File: config.mk
export PLATFORM = sky130hd
export DESIGN_NAME = freq_calc_flat
export DESIGN_NICKNAME = d
export VERILOG_FILES = /design/src/rtl/freq_calc_if.sv /design/src/rtl/freq_calc.sv /design/src/flat_wrapper.sv
export SDC_FILE = /design/constraint.sdc
export NUM_CORES = 1
export LEC_CHECK = 0
export ABC_AREA = 1
export CAP_MARGIN = 20
export CORE_MARGIN = 10
export CORE_UTILIZATION = 63
export CTS_BUF_LIST = sky130_fd_sc_hd__clkbuf_4 sky130_fd_sc_hd__clkbuf_8
export DETAILED_ROUTE_END_ITERATION = 6
export PLACE_DENSITY = 0.83
export SYNTH_ARGS = -nofsm -noshare
export SYNTH_HDL_FRONTEND = slang
export SYNTH_SLANG_ARGS = --single-unit
File: constraint.sdc
create_clock -name clk -period 3.3 [get_ports clk]
set_input_delay 0.66 -clock clk [delete_from_list [all_inputs] [get_ports clk]]
set_output_delay 0.66 -clock clk [all_outputs]
set_load 0.01 [all_outputs]
File: src/rtl/freq_calc_if.sv
// Bus between freq_calc and its consumer: period count in, frequency result,
// valid strobe and busy flag out.
interface freq_calc_if;
    logic [31:0] period_in;
    logic [31:0] freq_out;
    logic        freq_vld;
    logic        busy;

    modport master (output period_in, input freq_out, freq_vld, busy);
    modport slave  (input period_in, output freq_out, freq_vld, busy);
endinterface

File: src/rtl/freq_calc.sv
// Period-to-frequency converter: CLK_HZ / (period_in+1) via a restoring divider.
// Define FREQ_CALC_AVG_EN to average four periods before each division.
module freq_calc #(
    parameter int unsigned CLK_HZ  = 125_000_000,
    parameter int unsigned REFRESH = 12_500_000
) (
    input  logic        clk,
    input  logic        rstn,
    freq_calc_if.slave  bus
);

`ifdef FREQ_CALC_AVG_EN
    localparam int DVD_W = 34;
    localparam int DIV_W = 35;
`else
    localparam int DVD_W = 32;
    localparam int DIV_W = 33;
`endif
    localparam int          REM_W   = DIV_W + 1;
    localparam logic [5:0]  NBITS   = 6'(DVD_W);
    localparam logic [31:0] REF_MAX = 32'(REFRESH - 1);

    localparam logic [1:0] S_IDLE = 2'd0;
    localparam logic [1:0] S_DIV  = 2'd1;
    localparam logic [1:0] S_DONE = 2'd2;

    logic [1:0]       state_q, state_d;
    logic [31:0]      last_period_q, last_period_d;
    logic [31:0]      refresh_cnt_q, refresh_cnt_d;
    logic [DIV_W-1:0] div_q, div_d;
    logic [REM_W-1:0] rem_q, rem_d;
    logic [DVD_W-1:0] dvd_q, dvd_d;
    logic [31:0]      quo_q, quo_d;
    logic [5:0]       bitcnt_q, bitcnt_d;
    logic [31:0]      freq_out_q, freq_out_d;
    logic             freq_vld_q, freq_vld_d;
    logic             busy_q, busy_d;
`ifdef FREQ_CALC_AVG_EN
    logic [34:0]      acc_q, acc_d;
    logic [1:0]       smp_q, smp_d;
    logic             skip_q, skip_d;
    logic [34:0]      acc_sum;
`endif

    logic             start;
    logic [32:0]      divisor_new;
    logic [REM_W:0]   step;

    // One restoring step: returns {quotient bit, next remainder}.
    function automatic logic [REM_W:0] div_step(input logic [REM_W-1:0] rem,
                                                input logic             nbit,
                                                input logic [DIV_W-1:0] dvs);
        logic [REM_W-1:0] sh;
        sh = (rem << 1) | REM_W'(nbit);
        if (sh >= {1'b0, dvs})
            return {1'b1, sh - {1'b0, dvs}};
        else
            return {1'b0, sh};
    endfunction

    assign start       = (bus.period_in != last_period_q) || (refresh_cnt_q >= REF_MAX);
    assign divisor_new = {1'b0, bus.period_in} + 33'd1;
    assign step        = div_step(rem_q, dvd_q[DVD_W-1], div_q);
`ifdef FREQ_CALC_AVG_EN
    assign acc_sum     = acc_q + {2'b00, divisor_new};
`endif

    always_comb begin
        state_d       = state_q;
        last_period_d = last_period_q;
        refresh_cnt_d = (refresh_cnt_q < REF_MAX) ? refresh_cnt_q + 32'd1 : refresh_cnt_q;
        div_d         = div_q;
        rem_d         = rem_q;
        dvd_d         = dvd_q;
        quo_d         = quo_q;
        bitcnt_d      = bitcnt_q;
        freq_out_d    = freq_out_q;
        freq_vld_d    = 1'b0;
        busy_d        = busy_q;
`ifdef FREQ_CALC_AVG_EN
        acc_d         = acc_q;
        smp_d         = smp_q;
        skip_d        = skip_q;
`endif
        case (state_q)
            S_IDLE: begin
                if (start) begin
                    last_period_d = bus.period_in;
                    refresh_cnt_d = 32'd0;
                    rem_d         = '0;
                    quo_d         = 32'd0;
                    bitcnt_d      = 6'd0;
                    busy_d        = 1'b1;
`ifdef FREQ_CALC_AVG_EN
                    if (smp_q == 2'd3) begin
                        div_d   = acc_sum;
                        dvd_d   = {32'(CLK_HZ), 2'b00};
                        acc_d   = '0;
                        smp_d   = 2'd0;
                        state_d = S_DIV;
                    end else begin
                        // Partial sample: pass through DONE without a result.
                        acc_d   = acc_sum;
                        smp_d   = smp_q + 2'd1;
                        skip_d  = 1'b1;
                        state_d = S_DONE;
                    end
`else
                    div_d   = divisor_new;
                    dvd_d   = 32'(CLK_HZ);
                    state_d = S_DIV;
`endif
                end
            end
            S_DIV: begin
                if (bitcnt_q == NBITS) begin
                    state_d = S_DONE;
                end else begin
                    rem_d    = step[REM_W-1:0];
                    quo_d    = (quo_q << 1) | 32'(step[REM_W]);
                    dvd_d    = dvd_q << 1;
                    bitcnt_d = bitcnt_q + 6'd1;
                end
            end
            S_DONE: begin
`ifdef FREQ_CALC_AVG_EN
                if (skip_q) begin
                    skip_d = 1'b0;
                end else begin
                    freq_out_d = quo_q;
                    freq_vld_d = 1'b1;
                end
`else
                freq_out_d = quo_q;
                freq_vld_d = 1'b1;
`endif
                busy_d  = 1'b0;
                state_d = S_IDLE;
            end
            default: state_d = S_IDLE;
        endcase
    end

    always_ff @(posedge clk or negedge rstn) begin
        if (!rstn) begin
            state_q       <= S_IDLE;
            last_period_q <= 32'd0;
            refresh_cnt_q <= 32'd0;
            div_q         <= '0;
            rem_q         <= '0;
            dvd_q         <= '0;
            quo_q         <= 32'd0;
            bitcnt_q      <= 6'd0;
            freq_out_q    <= 32'd0;
            freq_vld_q    <= 1'b0;
            busy_q        <= 1'b0;
`ifdef FREQ_CALC_AVG_EN
            acc_q         <= '0;
            smp_q         <= 2'd0;
            skip_q        <= 1'b0;
`endif
        end else begin
            state_q       <= state_d;
            last_period_q <= last_period_d;
            refresh_cnt_q <= refresh_cnt_d;
            div_q         <= div_d;
            rem_q         <= rem_d;
            dvd_q         <= dvd_d;
            quo_q         <= quo_d;
            bitcnt_q      <= bitcnt_d;
            freq_out_q    <= freq_out_d;
            freq_vld_q    <= freq_vld_d;
            busy_q        <= busy_d;
`ifdef FREQ_CALC_AVG_EN
            acc_q         <= acc_d;
            smp_q         <= smp_d;
            skip_q        <= skip_d;
`endif
        end
    end

    assign bus.freq_out = freq_out_q;
    assign bus.freq_vld = freq_vld_q;
    assign bus.busy     = busy_q;

endmodule

File: src/flat_wrapper.sv
// flat-port wrapper written by rule: the top's interface ports become plain ports
module freq_calc_flat 
#(
    parameter int unsigned CLK_HZ  = 125_000_000,
    parameter int unsigned REFRESH = 12_500_000
)
  (clk, rstn, bus_period_in, bus_freq_out, bus_freq_vld, bus_busy);
  freq_calc_if bus_i ();
  input  logic clk;
  input  logic rstn;
  input wire logic [$bits(bus_i.period_in)-1:0] bus_period_in;
  output wire logic [$bits(bus_i.freq_out)-1:0] bus_freq_out;
  output wire logic [$bits(bus_i.freq_vld)-1:0] bus_freq_vld;
  output wire logic [$bits(bus_i.busy)-1:0] bus_busy;
  assign bus_i.period_in = bus_period_in;
  assign bus_freq_out = bus_i.freq_out;
  assign bus_freq_vld = bus_i.freq_vld;
  assign bus_busy = bus_i.busy;
  freq_calc #(.CLK_HZ(CLK_HZ), .REFRESH(REFRESH)) u_core (.clk(clk), .rstn(rstn), .bus(bus_i));
endmodule
==> flow_summary.yaml <==
global_routing:
  grt_pass1_vias: 12600
  grt.overflow.total: 0
  met2_usage_pct: 41.4
  grtUsageTotal_pct: 24.9
  antenna_found_initial: 0
  grtUsageMet3_pct: 4.68
  grt_use_met1_pct: 32.3
  grt_start_max_net_pins: 81
  gr-max-usage-layer: "met2"
  grt_pass1_wl_mm: 60.2
die:
  die_area_um2: 28500
  core_um2: 21800
  io_pins: 68
  rows: 54
  dieHeight_um: 169
  fp.dieW_um: 169
  initial_core_util_pct: 64.0
clock_tree:
  cts-root-buf: "clkbuf_8"
  clk_latency_ps: 540
  ctsResizeCount: 0
  cts_sinks: 230
  cts_hold_buf: 0
  numCtsBuffers: 40
  clockBufferDepth: 3
  clk_pin_slew_ps: 60
  htree_levels: 2
  postCtsSetupBuffers: 0
  cts_tree: "done"
power_and_ir_drop:
  p_clk_share_pct: 42.6
  ir_drop_mv: 0.453
  leakagePower_nw: 8.71
  p_int_mw: 5.20
  pwr-share-seq_pct: 44.0
  swShare_pct: 25.7
  combPwrFrac_pct: 13.4
  p_switching_mw: 1.80
  power_density_nw_per_um2: 440
yosys:
  yosysSeqAreaShare_pct: 41.2
  post-synth-top-count-cell: "nand2_1"
  ys_top_cells_by_area: "dfrtp_1, nand2_1, inv_1"
  synth_ff_type: "dfrtp_1"
  async_flop_share_pct: 100
  synth_area_per_cell_um2: 6.96
  synthTopCellsByCount: "nand2_1, inv_1, dfrtp_1, nand3_1, nor2_1"
  synth_seq_cells: 230
  syn_inst: 2009
  syn_area_um2: 14000
  syn_nets: 2081
  yosys_warnings: 0
  synth-edff-count: 0
  yosysTopAreaCellShare_pct: 41.2
  yosys.area.top_type: "dfrtp_1"
  synth_cell_type_count: 37
sta:
  setup_viol: 0
  period_share_pct: 84.6
  clock.fmax_mhz: 358
  rsz0062_at_grt: "no"
  skew_ps: 18.3
  slew_viol_final: 0
  finalHoldViolCount: 0
  finalSetupTns_ps: 0
  fin_crit_ps: 2790
  max_slew.worst_pin.slew_ps: 720
  relSlewSlack_pct: 51.9
routing:
  drt-pass1-iter-count: 5
  antenna_left: 0
  routed_wl_mm: 35.4
  drt-wirelength-per-cell_um: 14.8
  num_vias: 12800
  viasPerCell: 5.36
  drc_errors: 0
  drt_iter0_drc: 1025
cells_and_area:
  design_area_um2: 15900
  antenna_cells: 0
  drive_gt1_share_pct: 5.73
  final_nets: 2155
  area_growth_syn_to_layout_pct: 13.9
critical_path:
  worst-path-max-fanout: 15
  required_ps: 3720
  arrival_ps: 3220
  critPathCaptureType: "flop"
  crit_path_start_kind: "flop"
  rr_endpoint: "u_core.rem_q[13]"
  reg2reg_from: "u_core.dvd_q[31]"
  critical_path_class: "reg -> reg"
  ff2ff_setup_slack_ps: 510
  r2r_cells: 14
placed_design:
  hpwlAfterDp_mm: 25.9
  port_buffers: 67
  finalWeightedCongestion: 0.966
  place_area_um2: 15000
status:
  status: "completed"
hold_path:
  min_path_type: "in -> async"
job:
  drv_cap: 0
==> power groups by stage <==
stage               logic, mW  clock network (mW)  registers (mW)
floorplan               0.406                   0            3.16
global placement        0.921                   0            3.12
detailed placement      0.942                   0            3.13
CTS                     0.947                3.03            3.08
global route             1.05                3.16            3.10
finish                  0.938                2.98            3.08
==> worst max-delay path: stages, from the launching register on <==
cell     delay [ps]
dfrtp_1         370
inv_1            70
ha_1            230
fa_1            400
inv_1           130
nand3_1          90
nand3_1         190
nand2_1         100
nand2_1          90
nand2_1          70
nand2_1         380
buf_4           310
nand2_1         100
nand3_1          80
nand2_1          50
==> state kept, by name, summed over array words and instances, names as in the netlist, 6 cells and up <==
signal	cells
u_core.refresh_cnt_q	32
u_core.bitcnt_q	6
u_core.last_period_q	32
u_core.dvd_q	26
u_core.bus.freq_out	32
u_core.rem_q	33
u_core.quo_q	32
u_core.div_q	33
==> cell usage in the layout (no fill, tap or decap), types with 7 or more instances in the layout <==
cell type and n:
a21oi_1 30, ha_1 37, clkbuf_8 44, xnor2_1 20, nand2_1 780, clkdlybuf4s50_1 66
and2_1 7, inv_1 261, nor2_1 127, nor4_1 7, clkbuf_4 14, nor3_1 37
o21ai_1 14, dfrtp_1 230, nand3b_1 27, o21ai_0 61, buf_4 31, nand4_1 24
xor2_1 62, nand3_1 190
==> routing by layer <==
layer  routed length, um  part of all wire (%)
met1               15800                    44
met2               16900                    48
met3                2020                   5.7
met4                 775                   2.2
met5                   0                     0
==> final cells by class <==
cell class / count / area, um^2
timing repair buffer: 104 / 1040
sequential: 230 / 5760
inverter: 264 / 991
tap: 280 / 350
clock inverter: 13 / 205
multi-input combinational: 1443 / 6870
clock buffer: 58 / 711
fill: 1770 / 5900
==> logic make-up after synthesis <==
| group | share of synthesized area, % |
|---|---|
| DFF | 41.2 |
| AOI/OAI and AO/OA | 4.24 |
| xor gates and xnor gates | 5.14 |
| adders and majority gates | 3.46 |
| buffers and inverters | 9.76 |
| and+or+nand+nor | 36.2 |
==> through the flow <==
stage	total power [mW]	util (%)	std cells	setup WS (ps)	hold WS (ps)
after floorplan	3.57	-	2009	1170	364
after global placement	4.04	68.6	2320	250	454
after detailed placement	4.07	68.6	2320	164	458
after CTS	7.06	72.8	2391	562	126
after global routing	7.30	73.0	2392	342	141
final	7.00	73.0	2392	508	102
==> worst max-delay path by stage <==
stage	depth (start not counted)	to	start	slack [ps]
final	14	u_core.rem_q[13]	u_core.dvd_q[31]	510
after global routing	14	u_core.rem_q[13]	u_core.dvd_q[31]	340
after CTS	14	u_core.rem_q[14]	u_core.dvd_q[31]	560
after detailed placement	14	u_core.dvd_q[12]	bus_period_in[12]	160
after global placement	14	u_core.dvd_q[8]	bus_period_in[12]	250
after floorplan	14	u_core.rem_q[28]	u_core.dvd_q[31]	1170
(Power assumes the default switching activity.)
